==> src/rtl/handshake_pkg.sv <==
`default_nettype none
// ============================================================================
//  Package     : handshake_pkg
//  Description : Shared constants and sizing helpers for the elastic
//                handshake FIFO and its pointer sub-module.
//  Revision    : 1.0 - initial release
// ============================================================================
package handshake_pkg;

  // Token width used when an instance does not override DATA_WIDTH.
  localparam int unsigned DEFAULT_DATA_WIDTH = 32;

  // Pointer width: enough bits to address DEPTH slots, never narrower than 1
  // so that a single-slot FIFO still has a legal (constant-zero) pointer.
  function automatic int unsigned ptr_width(input int unsigned depth);
    int unsigned w;
    w = unsigned'($clog2(depth));
    return (w < 1) ? 1 : w;
  endfunction

  // Occupancy counter width: must represent every value 0..DEPTH inclusive.
  function automatic int unsigned cnt_width(input int unsigned depth);
    return unsigned'($clog2(depth + 1));
  endfunction

endpackage : handshake_pkg
`default_nettype wire

==> src/rtl/handshake_fifo_ptr.sv <==
`default_nettype none
// ============================================================================
//  Module      : handshake_fifo_ptr
//  Description : Wrap-around slot pointer for the handshake FIFO. Advances by
//                one on each clock edge where inc is high and returns to 0
//                after slot DEPTH-1, so any DEPTH (not only powers of two)
//                is supported.
//  Ports       : clk  - clock, rising edge
//                rst  - asynchronous active-high reset, clears ptr to 0
//                inc  - advance the pointer on this edge
//                ptr  - current slot index, 0..DEPTH-1
//  Revision    : 1.0 - initial release
// ============================================================================
module handshake_fifo_ptr
  import handshake_pkg::*;
#(
  parameter int unsigned DEPTH = 4,
  localparam int unsigned PTR_W = ptr_width(DEPTH)
) (
  input  logic             clk,
  input  logic             rst,
  input  logic             inc,
  output logic [PTR_W-1:0] ptr
);

  localparam logic [PTR_W-1:0] C_LAST = PTR_W'(DEPTH - 1);
  localparam logic [PTR_W-1:0] C_ONE  = PTR_W'(1);

  logic [PTR_W-1:0] ptr_next;

  // Explicit compare-and-clear instead of natural binary rollover, because
  // DEPTH need not be a power of two.
  always_comb begin
    ptr_next = ptr;
    if (inc) begin
      if (ptr == C_LAST) begin
        ptr_next = '0;
      end else begin
        ptr_next = ptr + C_ONE;
      end
    end
  end

  always_ff @(posedge clk or posedge rst) begin
    if (rst) begin
      ptr <= '0;
    end else begin
      ptr <= ptr_next;
    end
  end

endmodule : handshake_fifo_ptr
`default_nettype wire

==> src/rtl/handshake_fifo_break_dv.sv <==
`default_nettype none
// ============================================================================
//  Module      : handshake_fifo_break_dv
//  Description : Elastic FIFO that breaks both the data and the valid path
//                between a dataflow producer and its consumer. Tokens are
//                always registered before they become visible (no bypass),
//                and ins_ready is derived from the registered occupancy only,
//                so no combinational path exists from any input to any output.
//  Ports       : clk        - clock, rising edge
//                rst        - asynchronous active-high reset
//                ins        - input token data          (DATA_WIDTH)
//                ins_valid  - producer offers a token
//                ins_ready  - FIFO can accept a token (count != DEPTH)
//                outs       - head token data           (DATA_WIDTH)
//                outs_valid - FIFO holds a token       (count != 0)
//                outs_ready - consumer accepts the head token
//  Revision    : 1.0 - initial release
// ============================================================================
module handshake_fifo_break_dv
  import handshake_pkg::*;
#(
  parameter int unsigned DATA_WIDTH = DEFAULT_DATA_WIDTH,
  parameter int unsigned DEPTH      = 4
) (
  input  logic                  clk,
  input  logic                  rst,
  input  logic [DATA_WIDTH-1:0] ins,
  input  logic                  ins_valid,
  output logic                  ins_ready,
  output logic [DATA_WIDTH-1:0] outs,
  output logic                  outs_valid,
  input  logic                  outs_ready
);

  localparam int unsigned PTR_W = ptr_width(DEPTH);
  localparam int unsigned CNT_W = cnt_width(DEPTH);

  localparam logic [CNT_W-1:0] C_FULL = CNT_W'(DEPTH);
  localparam logic [CNT_W-1:0] C_ONE  = CNT_W'(1);

  // --------------------------------------------------------------------------
  // State
  // --------------------------------------------------------------------------
  logic [DATA_WIDTH-1:0] mem [DEPTH];
  logic [PTR_W-1:0]      rd_ptr;
  logic [PTR_W-1:0]      wr_ptr;
  logic [CNT_W-1:0]      count;

  logic push;
  logic pop;

  // --------------------------------------------------------------------------
  // Handshake flags. Both ready and valid are functions of count alone; a
  // full FIFO refuses a push even if a pop frees a slot in the same cycle,
  // which is what keeps outs_ready off the ins_ready path.
  // --------------------------------------------------------------------------
  assign ins_ready  = (count != C_FULL);
  assign outs_valid = (count != '0);

  assign push = ins_valid & ins_ready;
  assign pop  = outs_valid & outs_ready;

  // Head data is a register mux; while empty it shows stale contents.
  assign outs = mem[rd_ptr];

  // --------------------------------------------------------------------------
  // Pointers
  // --------------------------------------------------------------------------
  handshake_fifo_ptr #(
    .DEPTH (DEPTH)
  ) u_rd_ptr (
    .clk (clk),
    .rst (rst),
    .inc (pop),
    .ptr (rd_ptr)
  );

  handshake_fifo_ptr #(
    .DEPTH (DEPTH)
  ) u_wr_ptr (
    .clk (clk),
    .rst (rst),
    .inc (push),
    .ptr (wr_ptr)
  );

  // --------------------------------------------------------------------------
  // Storage. Entries are cleared on reset so outs reads 0 immediately after
  // reset rather than leaking a discarded token.
  // --------------------------------------------------------------------------
  always_ff @(posedge clk or posedge rst) begin
    if (rst) begin
      for (int i = 0; i < int'(DEPTH); i++) begin
        mem[i] <= '0;
      end
    end else if (push) begin
      mem[wr_ptr] <= ins;
    end
  end

  // --------------------------------------------------------------------------
  // Occupancy
  // --------------------------------------------------------------------------
  always_ff @(posedge clk or posedge rst) begin
    if (rst) begin
      count <= '0;
    end else begin
      case ({push, pop})
        2'b10:   count <= count + C_ONE;
        2'b01:   count <= count - C_ONE;
        default: count <= count;
      endcase
    end
  end

  // --------------------------------------------------------------------------
  // Internal consistency properties
  // --------------------------------------------------------------------------
`ifndef SYNTHESIS
  a_count_range : assert property (@(posedge clk) disable iff (rst)
    count <= C_FULL);

  // Pointer distance modulo DEPTH must agree with occupancy.
  a_ptr_count : assert property (@(posedge clk) disable iff (rst)
    ((int'(wr_ptr) - int'(rd_ptr) + int'(DEPTH)) % int'(DEPTH))
      == (int'(count) % int'(DEPTH)));
`endif

endmodule : handshake_fifo_break_dv
`default_nettype wire

==> config.mk <==
export PLATFORM = sky130hd
export DESIGN_NAME = handshake_fifo_break_dv
export DESIGN_NICKNAME = d
export VERILOG_FILES = /design/src/rtl/handshake_pkg.sv /design/src/rtl/handshake_fifo_ptr.sv /design/src/rtl/handshake_fifo_break_dv.sv
export SDC_FILE = /design/constraint.sdc
export NUM_CORES = 1
export LEC_CHECK = 0
export BUFFER_PORTS_ARGS = -buffer_cell sky130_fd_sc_hd__buf_2
export CAP_MARGIN = 15
export CORE_ASPECT_RATIO = 1.75
export CORE_UTILIZATION = 63
export CTS_CLUSTER_SIZE = 40
export DETAILED_ROUTE_END_ITERATION = 10
export GPL_TIMING_DRIVEN = 0
export HOLD_SLACK_MARGIN = 0.12
export PLACE_DENSITY = 0.95
export SKIP_CTS_REPAIR_TIMING = 1
export SYNTH_ARGS = -nofsm -noshare
export SYNTH_HDL_FRONTEND = slang
export SYNTH_SLANG_ARGS = --single-unit
==> constraint.sdc <==
create_clock -name clk -period 6.45 [get_ports clk]
set_clock_uncertainty 0.2 [all_clocks]
set_input_delay 0.3225 -clock clk [delete_from_list [all_inputs] [get_ports clk]]
set_output_delay 0.3225 -clock clk [all_outputs]
set_load 0.02 [all_outputs]
; ---- Yosys cells after proc, flatten, opt, wreduce, memory -nomap -nowiden
; Index checks and enable logic that the tools add are counted.
[word_totals]
mem_count = 0
output_inout_bits = 34
regBits = 135
romBits = 0
ramBits = 0
latchBits = 0
word_cells = 35
inputBits = 36
[classes]
n_eq_ne = 5
bitwise = 4
n_lt_le_gt_ge = 3
reduce_logical = 3
shifts = 0
multipliers = 0
div_mod_pow = 0
muxes = 9
n_addsub = 4
[ops]
columns = operator, count
row1 = $bwmux 128, 1
row2 = $mux 32, 3
row3 = $bmux 32 s2, 1
row4 = $demux 32 s2, 1
row5 = $eq 2x2->1 const B, 3
row6 = $ge 3x3->1 const B, 2
row7 = $not 2->3, 2
row8 = $pmux 3 s2, 1
row9 = $add 2x1->2 const B, 2
row10 = $mux 2, 2
row11 = $add 3x1->3 const B, 1
row12 = $lt 3x1->1 const B, 1
row13 = $ne 3x3->1 const B, 1
row14 = $reduce_bool 3->1, 1
row15 = $sub 3x1->3 const B, 1
row16 = $and 1x1->1, 2
row17 = $eq 2x1->1 const B, 1
row18 = $reduce_bool 2->1, 1
row19 = $logic_and 1x1->1, 1

; ---- Longest topological paths before layout
; Gate-level depths: netlist of the first run.
[logic_depth]
depth_word = 6
ltp_mapped = 9
depth_no_buf = 9

; ---- Cells and area by module
; From an unflattened synthesis of the first run, not the netlist that was laid out.
[unflattened]
hier_cells = 350
hier_area_um2 = 6369.9
[modules_own_cells]
columns = module, seq_area_each_um2, area_per_inst_um2, n_inst, cells_each
row1 = handshake_fifo_break_dv, 3278.1, 6174.7, 1, 336
row2 = handshake_fifo_ptr, 50.0, 97.6, 2, 7

; ---- Worst setup path before layout of the first run
; Ideal clock, no wire load.
[synth_timing]
path_type = register to register
startpoint = register count[0]
endpoint = register count[2]
arrival_time_ps = 1974
n_path_buf = 1
setup_ps = 79
required_time_ps = 6171
period_less_slack_ps = 2253
slack_ps = 4197
stages_incl_launch_ff = 10
cell_sequence = dfrtp_1 -> or3b_1 -> buf_6 -> nand2_1 -> ha_1 -> inv_1 -> fa_1 -> xor2_1 -> nor2_1 -> xor2_1
[synth_via]
elab_chain_len = 4
elab_cells_between_ends = 10
cone_classes = add/sub (2) / eq/ne (3) / mux (1) / bitwise (2) / reduce/logical (2)
[synth_lines]
columns = item, line
row1 = "start, declared", handshake_fifo_break_dv.sv:47  ; logic [CNT_W-1:0] count;
row2 = "start signal, assigned", handshake_fifo_break_dv.sv:109  ; 2'b10: count <= count + C_ONE;
row3 = "start signal, assigned", handshake_fifo_break_dv.sv:110  ; 2'b01: count <= count - C_ONE;
row4 = "start signal, assigned", handshake_fifo_break_dv.sv:111  ; default: count <= count;
row5 = $ne 3x3->1 (*), handshake_fifo_break_dv.sv:57  ; assign ins_ready = (count != C_FULL);
row6 = via ins_ready, handshake_fifo_break_dv.sv:29  ; output logic ins_ready,
row7 = $and 1x1->1 (*), handshake_fifo_break_dv.sv:60  ; assign push = ins_valid & ins_ready;
row8 = $eq 2x1->1 or $eq 2x2->1 (tied branches), handshake_fifo_break_dv.sv:108  ; case ({push, pop})
row9 = $pmux 3 s2 or $reduce_bool 2->1 (tied branches), -
; Mark *: on every way through the listed nets, which the timed path passes. The rest lies on a longest branch.
; A chain may end at the register's enable or synchronous reset.

; ---- Worst setup path in the final report of the first run
[layout_timing]
startpoint = register u_rd_ptr.ptr[0]
endpoint = output outs[11]
[layout_via]
elab_chain_len = 4
[layout_lines]
columns = item, line
row1 = "start, declared", handshake_fifo_ptr.sv:23  ; output logic [PTR_W-1:0] ptr
row2 = "start signal, assigned", handshake_fifo_ptr.sv:48  ; ptr <= ptr_next;
row3 = $not 2->3 (not written as such), handshake_fifo_break_dv.sv:64  ; assign outs = mem[rd_ptr];
row4 = $bmux 32 s2, handshake_fifo_break_dv.sv:64
row5 = $mux 32 (not written as such) (2 in series), handshake_fifo_break_dv.sv:64
row6 = "end, declared", handshake_fifo_break_dv.sv:30  ; output logic [DATA_WIDTH-1:0] outs,
; No other way between the ends. The select of a mux whose other input is x is not followed.

==> out/qor.csv, run 1 <==
stage,metric,value,unit
detailed_routing,DR vias,3525,
die,Die Area,10910,sq um
synth,Post-synth EDFFs,0,
sta,Final period util,45.02,%
setup_path,crit start category,register,
clock_tree,Worst-path clk slew,0.06,ns
setup_path,Crit path required time,5.93,ns
layout,nets@finish,518,
die,core area,10240,sq um
detailed_routing,DR iter-0 viols,152,
synth,Synth top area share,51.16,%
setup_path,critical path type,register to primary output,
synth,multiplexer share of the synthesized area,40.39,%
synth,Commonest cells post-synth,"dfrtp_1 (135), mux2_4 (120), mux4_2 (32)",
sta,Slew Limit Fails,0,
flow_run,Max Cap Viol,0,
synth,Ys Warns,0,
synth,post-synth cell types,19,
grt,first-pass GRT wire length,21360,um
setup_path,CP Buf/Inv Count,3,
detailed_routing,Initial DRT Pass Iterations,4,
layout,Area Growth Syn to Fin,21.98,%
setup_path,R2R Path Start,count[0],
synth,largest family of logic cells by synthesized area,multiplexers,
synth,top_reg_cell synth,dfrtp_1,
sta,min Tclk post-route,2.904,ns
setup_path,"Max stage delay cell, worst path",mux4_2,
setup_path,Most common cell on crit path,buf_2,
synth,dominant cells by area after synthesis,"dfrtp_1 (51%), mux2_4 (27%), mux4_2 (11%)",
synth,mapped cell area,6604,sq um
die,I/O pins,70,
detailed_routing,Final ANT Viol Nets,0,
synth,most common cell in the synthesized netlist,dfrtp_1,
grt,initial antenna violation count,0,
die,Die W,79.40,um
synth,"FFs w/ async S/R, synth",100.0,%
setup_path,Setup crit end kind,primary output,
detailed_routing,met2 WL post-DR,7266,um
clock_tree,CTS Sinks,135,
placement,Placed Instance Area,7141,sq um
layout,layout cell share with drive strength beyond 1,59.43,%
detailed_routing,top routing layer used,met4,
synth,Syn Area/Cell,18.71,sq um
synth,syn nets,396,
detailed_routing,final WL,13550,um
setup_path,WP depth,4,
synth,post-synthesis xor/xnor area fraction,0.3979,%
sta,RSZ-0062 raised after global routing,no,
detailed_routing,Metal-1 WL,5631,um
sta,TNS Setup,0,ns
setup_path,Worst Path Max Fanout,10,
setup_path,CP startpoint,u_rd_ptr.ptr[0],
synth,"flops & latches, synth",135,
synth,post-synthesis compound-gate area fraction,0,%
clock_tree,clk root buf,clkbuf_16,
clock_tree,CTS tree,built,
detailed_routing,DR DRC count,0,
power_and_ir_drop,Lkg Pwr,0.003688,uW
setup_path,Setup crit end,outs[11],
grt,GR Overflow Total,0,
layout,final instance area,8055,sq um
grt,largest net degree at the start of global routing,72,
detailed_routing,Vias/cell,5.732,
synth,Post-Synth Adder-Cell Area,1.440,%
sta,Setup Viol. Count Final,0,
setup_path,r2r endpoint,count[2],
synth,post-synth top area cell,dfrtp_1,
power_and_ir_drop,cell area power density,591.1,nW/um^2
setup_path,"Arr. time, crit path",2.38,ns
sta,max_slew headroom,54.83,%
synth,Post-Synthesis Cells,353,
clock_tree,H-tree levels,4,
grt,vias in the first global route,3891,
setup_path,critical path's largest stage delay,0.58,ns
synth,sequential share of the synthesized area,51.16,%
clock_tree,worst skew pair latency,0.41,ns
sta,Slew @ Worst Pin,0.6776,ns
run_status,outcome,finished clean,
power_and_ir_drop,Peak supply drop,0.0003563,V
synth,simple-gate area share of the yosys netlist,1.213,%
placement,gpl congestion,0.7221,
detailed_routing,Wirelength per Cell,22.03,um
setup_path,R2R depth,9,
worst_hold_path,hold crit path type,input port to register,
sta,final hold vios,0,
setup_path,Reg2Reg Setup Slack,4.04,ns
die,Initial Utilization,64.50,%
clock_tree,Max Root-Sink Buffers,2,
die,Rows,49,
detailed_routing,WL met3,380,um
layout,antenna cell count,0,
sta,Max Clock Freq,344.4,MHz
setup_path,Top delay family on crit path,buffers and inverters,
setup_path,crit-path cells,"clkbuf_1, buf_2, mux4_2, buf_2",
placement,Port Buffer Count,69,
die,die height,137.4,um
clock_tree,CTS buffer count,17,
placement,Final HPWL DP,8283,um
grt,total global-route track usage,27.00,%
power_and_ir_drop,total power draw,4761,uW
report_power, final:
group,internal (uW),total (uW),switching [uW]
combinational,1300,2240,937
clock,590,960,370
sequential,1290,1560,271
total,3180,4760,1580
kinds of logic (layout without fill, tap and decap cells):
group                      count (synthesis)  in the layout
xor gates and xnor gates                   3              3
adders and majority gates                  7              7
buffers and inverters                     32            167
DFF                                      135            135
muxes                                    165            165
and+or+nand+nor                           11             11
registers in the layout, indices dropped and copies added (netlist names):
signal        count
u_rd_ptr.ptr      2
count             3
u_wr_ptr.ptr      2
mem             128
final cells by class:
class                           count  area [sq um]
Sequential cell                   135          3378
Multi-Input combinational cell    186          2869
Fill cell                         516          2183
Timing Repair Buffer              103         703.2
Clock buffer                       21         460.4
Buffer                             25         330.3
Tap cell                          127         158.9
Clock inverter                     11         123.9
Inverter                            7         31.28
worst min path at each step:
stage | from | end | slack, ns | cells past startpoint
floorplan | count[2] | count[2] | 0.25 | 1
global placement | count[2] | count[2] | 0.27 | 1
detailed placement | rst | mem[16] | 0.23 | 2
CTS | rst | mem[45] | -0.19 | 2
global route | outs_ready | u_rd_ptr.ptr[1] | 0.13 | 3
finish | outs_ready | u_rd_ptr.ptr[0] | 0.11 | 3
metal layers:
layer  global-route usage [%]  vias up
met5                        0        -
met2                    45.79       87
met1                    33.90     1884
li1                         -     1534
met3                    5.430       20
met4                    10.61        0
cell usage in the layout (no fill, tap or decap), drive strengths merged:
| cell | count |
|---|---|
| or3 | 1 |
| xnor2 | 1 |
| clkbuf | 26 |
| clkinvlp | 3 |
| bufinv | 2 |
| xor2 | 2 |
| or3b | 1 |
| and3 | 4 |
| fa | 1 |
| mux2i | 1 |
| mux2 | 132 |
| nor2 | 3 |
| nand2 | 2 |
| dfrtp | 135 |
| clkinv | 5 |
| ha | 6 |
| dlygate4sd3 | 33 |
| buf | 90 |
| mux4 | 32 |
| inv | 8 |
worst min-delay path: stages:
cell	delay, ns
buf_2	0.10
nand2_1	0.10
mux2_2	0.16
per-stage QoR:
stage	utilization [%]	hold slack [ns]	cells	setup slack [ns]
finish	78.68	0.1071	615	3.546
global route	78.68	0.1334	615	3.387
global placement	69.42	0.2651	549	1.196
CTS	75.45	-0.1852	582	3.519
floorplan	-	0.2458	353	2.316
detailed placement	69.74	0.2335	550	3.972
No activity file was read; power rests on OpenSTA's default activity.
==> run 2: changes to the inputs <==
--- a/config.mk
+++ b/config.mk
@@ -8,12 +8,12 @@
 export BUFFER_PORTS_ARGS = -buffer_cell sky130_fd_sc_hd__buf_2
 export CAP_MARGIN = 15
 export CORE_ASPECT_RATIO = 1.75
-export CORE_UTILIZATION = 63
+export CORE_UTILIZATION = 53
 export CTS_CLUSTER_SIZE = 40
 export DETAILED_ROUTE_END_ITERATION = 10
 export GPL_TIMING_DRIVEN = 0
 export HOLD_SLACK_MARGIN = 0.12
-export PLACE_DENSITY = 0.95
+export PLACE_DENSITY = 0.88
 export SKIP_CTS_REPAIR_TIMING = 1
 export SYNTH_ARGS = -nofsm -noshare
 export SYNTH_HDL_FRONTEND = slang
==> constraint.sdc (replaced) <==
create_clock -name clk -period 2.5 [get_ports clk]
set_clock_uncertainty 0.2 [all_clocks]
set_input_delay 0.125 -clock clk [delete_from_list [all_inputs] [get_ports clk]]
set_output_delay 0.125 -clock clk [all_outputs]
set_load 0.02 [all_outputs]
==> run 2 against run 1 <==
Effect of this change:
- worst setup slack worse by 3.4 ns
- sequential power grew to 2.6 times the previous value
- register-to-register slack worse by 3.9 ns
- clock-buffer cell count down 3
- wire length fell by 4.4%
- sequential share of layout area is 0.91 points lower
- highest routed layer unchanged
==> out/qor.csv, run 2 (synthesis results as in run 1) <==
stage,metric,value,unit,change
clock_tree,clk root buf,clkbuf_16,,
sta,Slew Limit Fails,0,,unchanged
die,die height,149.7,um,+8.9%
layout,"commonest non-fill, non-tap cell in the layout",dfrtp_1,,
clock_tree,Max Root-Sink Buffers,2,,unchanged
die,Initial Utilization,54.72,%,-9.8 points
power_and_ir_drop,Lkg Pwr,0.003748,uW,+1.6%
layout,final instance area,8233,sq um,+2.2%
power_and_ir_drop,Peak supply drop,0.0007321,V,+110%
placement,Final HPWL DP,8468,um,+2.2%
clock_tree,H-tree levels,4,,unchanged
run_status,outcome,finished clean,,
grt,total global-route track usage,22.13,%,-4.9 points
sta,min Tclk post-route,2.380,ns,
sta,Max Clock Freq,420.1,MHz,
grt,largest net degree at the start of global routing,41,,-43%
detailed_routing,DR DRC count,0,,unchanged
die,core area,12070,sq um,+18%
die,Rows,53,,+8.2%
layout,layout cell share with drive strength beyond 1,60.57,%,+1.1 points
sta,max_slew headroom,39.98,%,-15 points
setup_path,"Arr. time, crit path",2.51,ns,+0.13 ns
setup_path,Crit path required time,2.63,ns,-3.30 ns
layout,Filler cells,811,,+57%
sta,final hold vios,0,,unchanged
detailed_routing,Final ANT Viol Nets,0,,unchanged
sta,RSZ-0062 raised after global routing,no,,
grt,first-pass GRT wire length,21180,um,-0.84%
detailed_routing,Wirelength per Cell,19.72,um,-10%
sta,TNS Setup,0,ns,unchanged
placement,gpl congestion,0.7207,,-0.19%
setup_path,Setup crit end kind,register,,
grt,GR Overflow Total,0,,unchanged
clock_tree,Worst-path clk slew,0.06,ns,about the same
detailed_routing,DR iter-0 viols,164,,+7.9%
detailed_routing,Initial DRT Pass Iterations,4,,unchanged
sta,Final period util,95.22,%,
setup_path,crit start category,register,,
die,I/O pins,70,,unchanged
layout,most frequent cells in the layout,"dfrtp_1 (135), mux2_4 (120), buf_2 (69), dlygate4sd3_1 (35), mux4_2 (32)",,
detailed_routing,Vias/cell,5.289,,-7.7%
die,Die W,86.38,um,+8.8%
layout,Reg with most FFs,mem,,
grt,initial antenna violation count,0,,unchanged
layout,nets@finish,524,,+1.2%
clock_tree,worst skew pair latency,0.40,ns,about the same
worst_hold_path,hold crit path type,input port to asynchronous set/reset pin,,
sta,Slew @ Worst Pin,0.8985,ns,+0.2209 ns
die,Die Area,12930,sq um,+18%
clock_tree,CTS buffer count,17,,unchanged
clock_tree,CTS Sinks,135,,unchanged
detailed_routing,DR vias,3475,,-1.4%
detailed_routing,final WL,12960,um,-4.4%
grt,vias in the first global route,3948,,+1.5%
sta,Setup Viol. Count Final,0,,unchanged
layout,max FFs per register,128,,unchanged
placement,Placed Instance Area,7219,sq um,+1.1%
flow_run,Max Cap Viol,0,,unchanged
setup_path,Worst Path Max Fanout,6,,-4
setup_path,critical path type,register to register,,
layout,Area Growth Syn to Fin,24.67,%,
sta,hold slack,0.2477,ns,+0.1406 ns
placement,Port Buffer Count,69,,unchanged
power_and_ir_drop,cell area power density,1511,nW/um^2,+160%
clock_tree,CTS tree,built,,
layout,antenna cell count,0,,unchanged
layout,largest registers,"mem: 128 flops, count: 3 flops",,
## run 2: cell types whose count changed in the layout (fill, tap and decap cells not counted), moves of 2 or more
cell           before  now
clkinv_2            3    1
clkbuf_1            7    2
buf_12             12   15
buf_4               0    5
inv_6               2    0
buf_2              72   69
clkbuf_8            2    0
dlygate4sd3_1      33   35
clkbuf_2            0    4
bufinv_16           2    5
## run 2: stage by stage
step	instances	utilization, %	total power (uW)	setup WS [ns]
6_report	657	68.21	12440	0.1195
3_5_place_dp	590	59.82	9691	0.1049
2_1_floorplan	353	-	8346	0.2467
4_1_cts	620	65.06	12470	-0.2761
3_3_place_gp	587	59.32	9441	-0.1343
5_1_grt	657	68.21	13070	0.007111
## run 2: worst paths after layout
check                           startpoint  endpoint  slack, ns  depth (start not counted)
worst min register to register    count[2]  count[2]       0.29                          1
worst min-delay path                   rst  mem[108]       0.25                          3
worst max register to register    count[1]  count[2]       0.12                          9
min in group clk                  count[2]  count[2]       0.29                          1
worst max-delay path              count[1]  count[2]       0.12                          9
max in group asynchronous              rst   mem[18]       1.17                          4
## run 2: final cells by class
class / instances / area [sq um] / share of cell area [%]
Clock buffer: 18 / 429.2 / 5.213
Clock inverter: 12 / 203.9 / 2.477
Tap cell: 165 / 206.4 / 2.508
Inverter: 7 / 30.03 / 0.3647
Multi-Input combinational cell: 186 / 2872 / 34.88
Timing Repair Buffer: 109 / 770.7 / 9.362
Sequential cell: 135 / 3378 / 41.03
Buffer: 25 / 342.8 / 4.164
## run 2: report_power, final
part | switching [uW] | internal, uW | leakage (uW)
combinational | 2370 | 3400 | 0.00185
sequential | 658 | 3330 | 0.00160
clock | 919 | 1760 | 0.000298
total | 3950 | 8490 | 0.00375
## run 2: critical path: stages (launching register included)
cell and delay, ns:
dfrtp_1 0.40, or3b_1 0.40, buf_6 0.14, nand2_1 0.12
ha_2 0.21, inv_1 0.06, fa_1 0.37, xor2_1 0.15
nor2_1 0.11, xor2_1 0.15
## run 2: metal layers
layer  global-route usage (%)  vias up  part of all wire, %
met4                    7.750        0                  2.0
met5                        0        -                    0
li1                         -     1544                    -
met3                    5.571       20                  3.0
met1                    26.89     1842                   42
met2                    38.02       69                   53
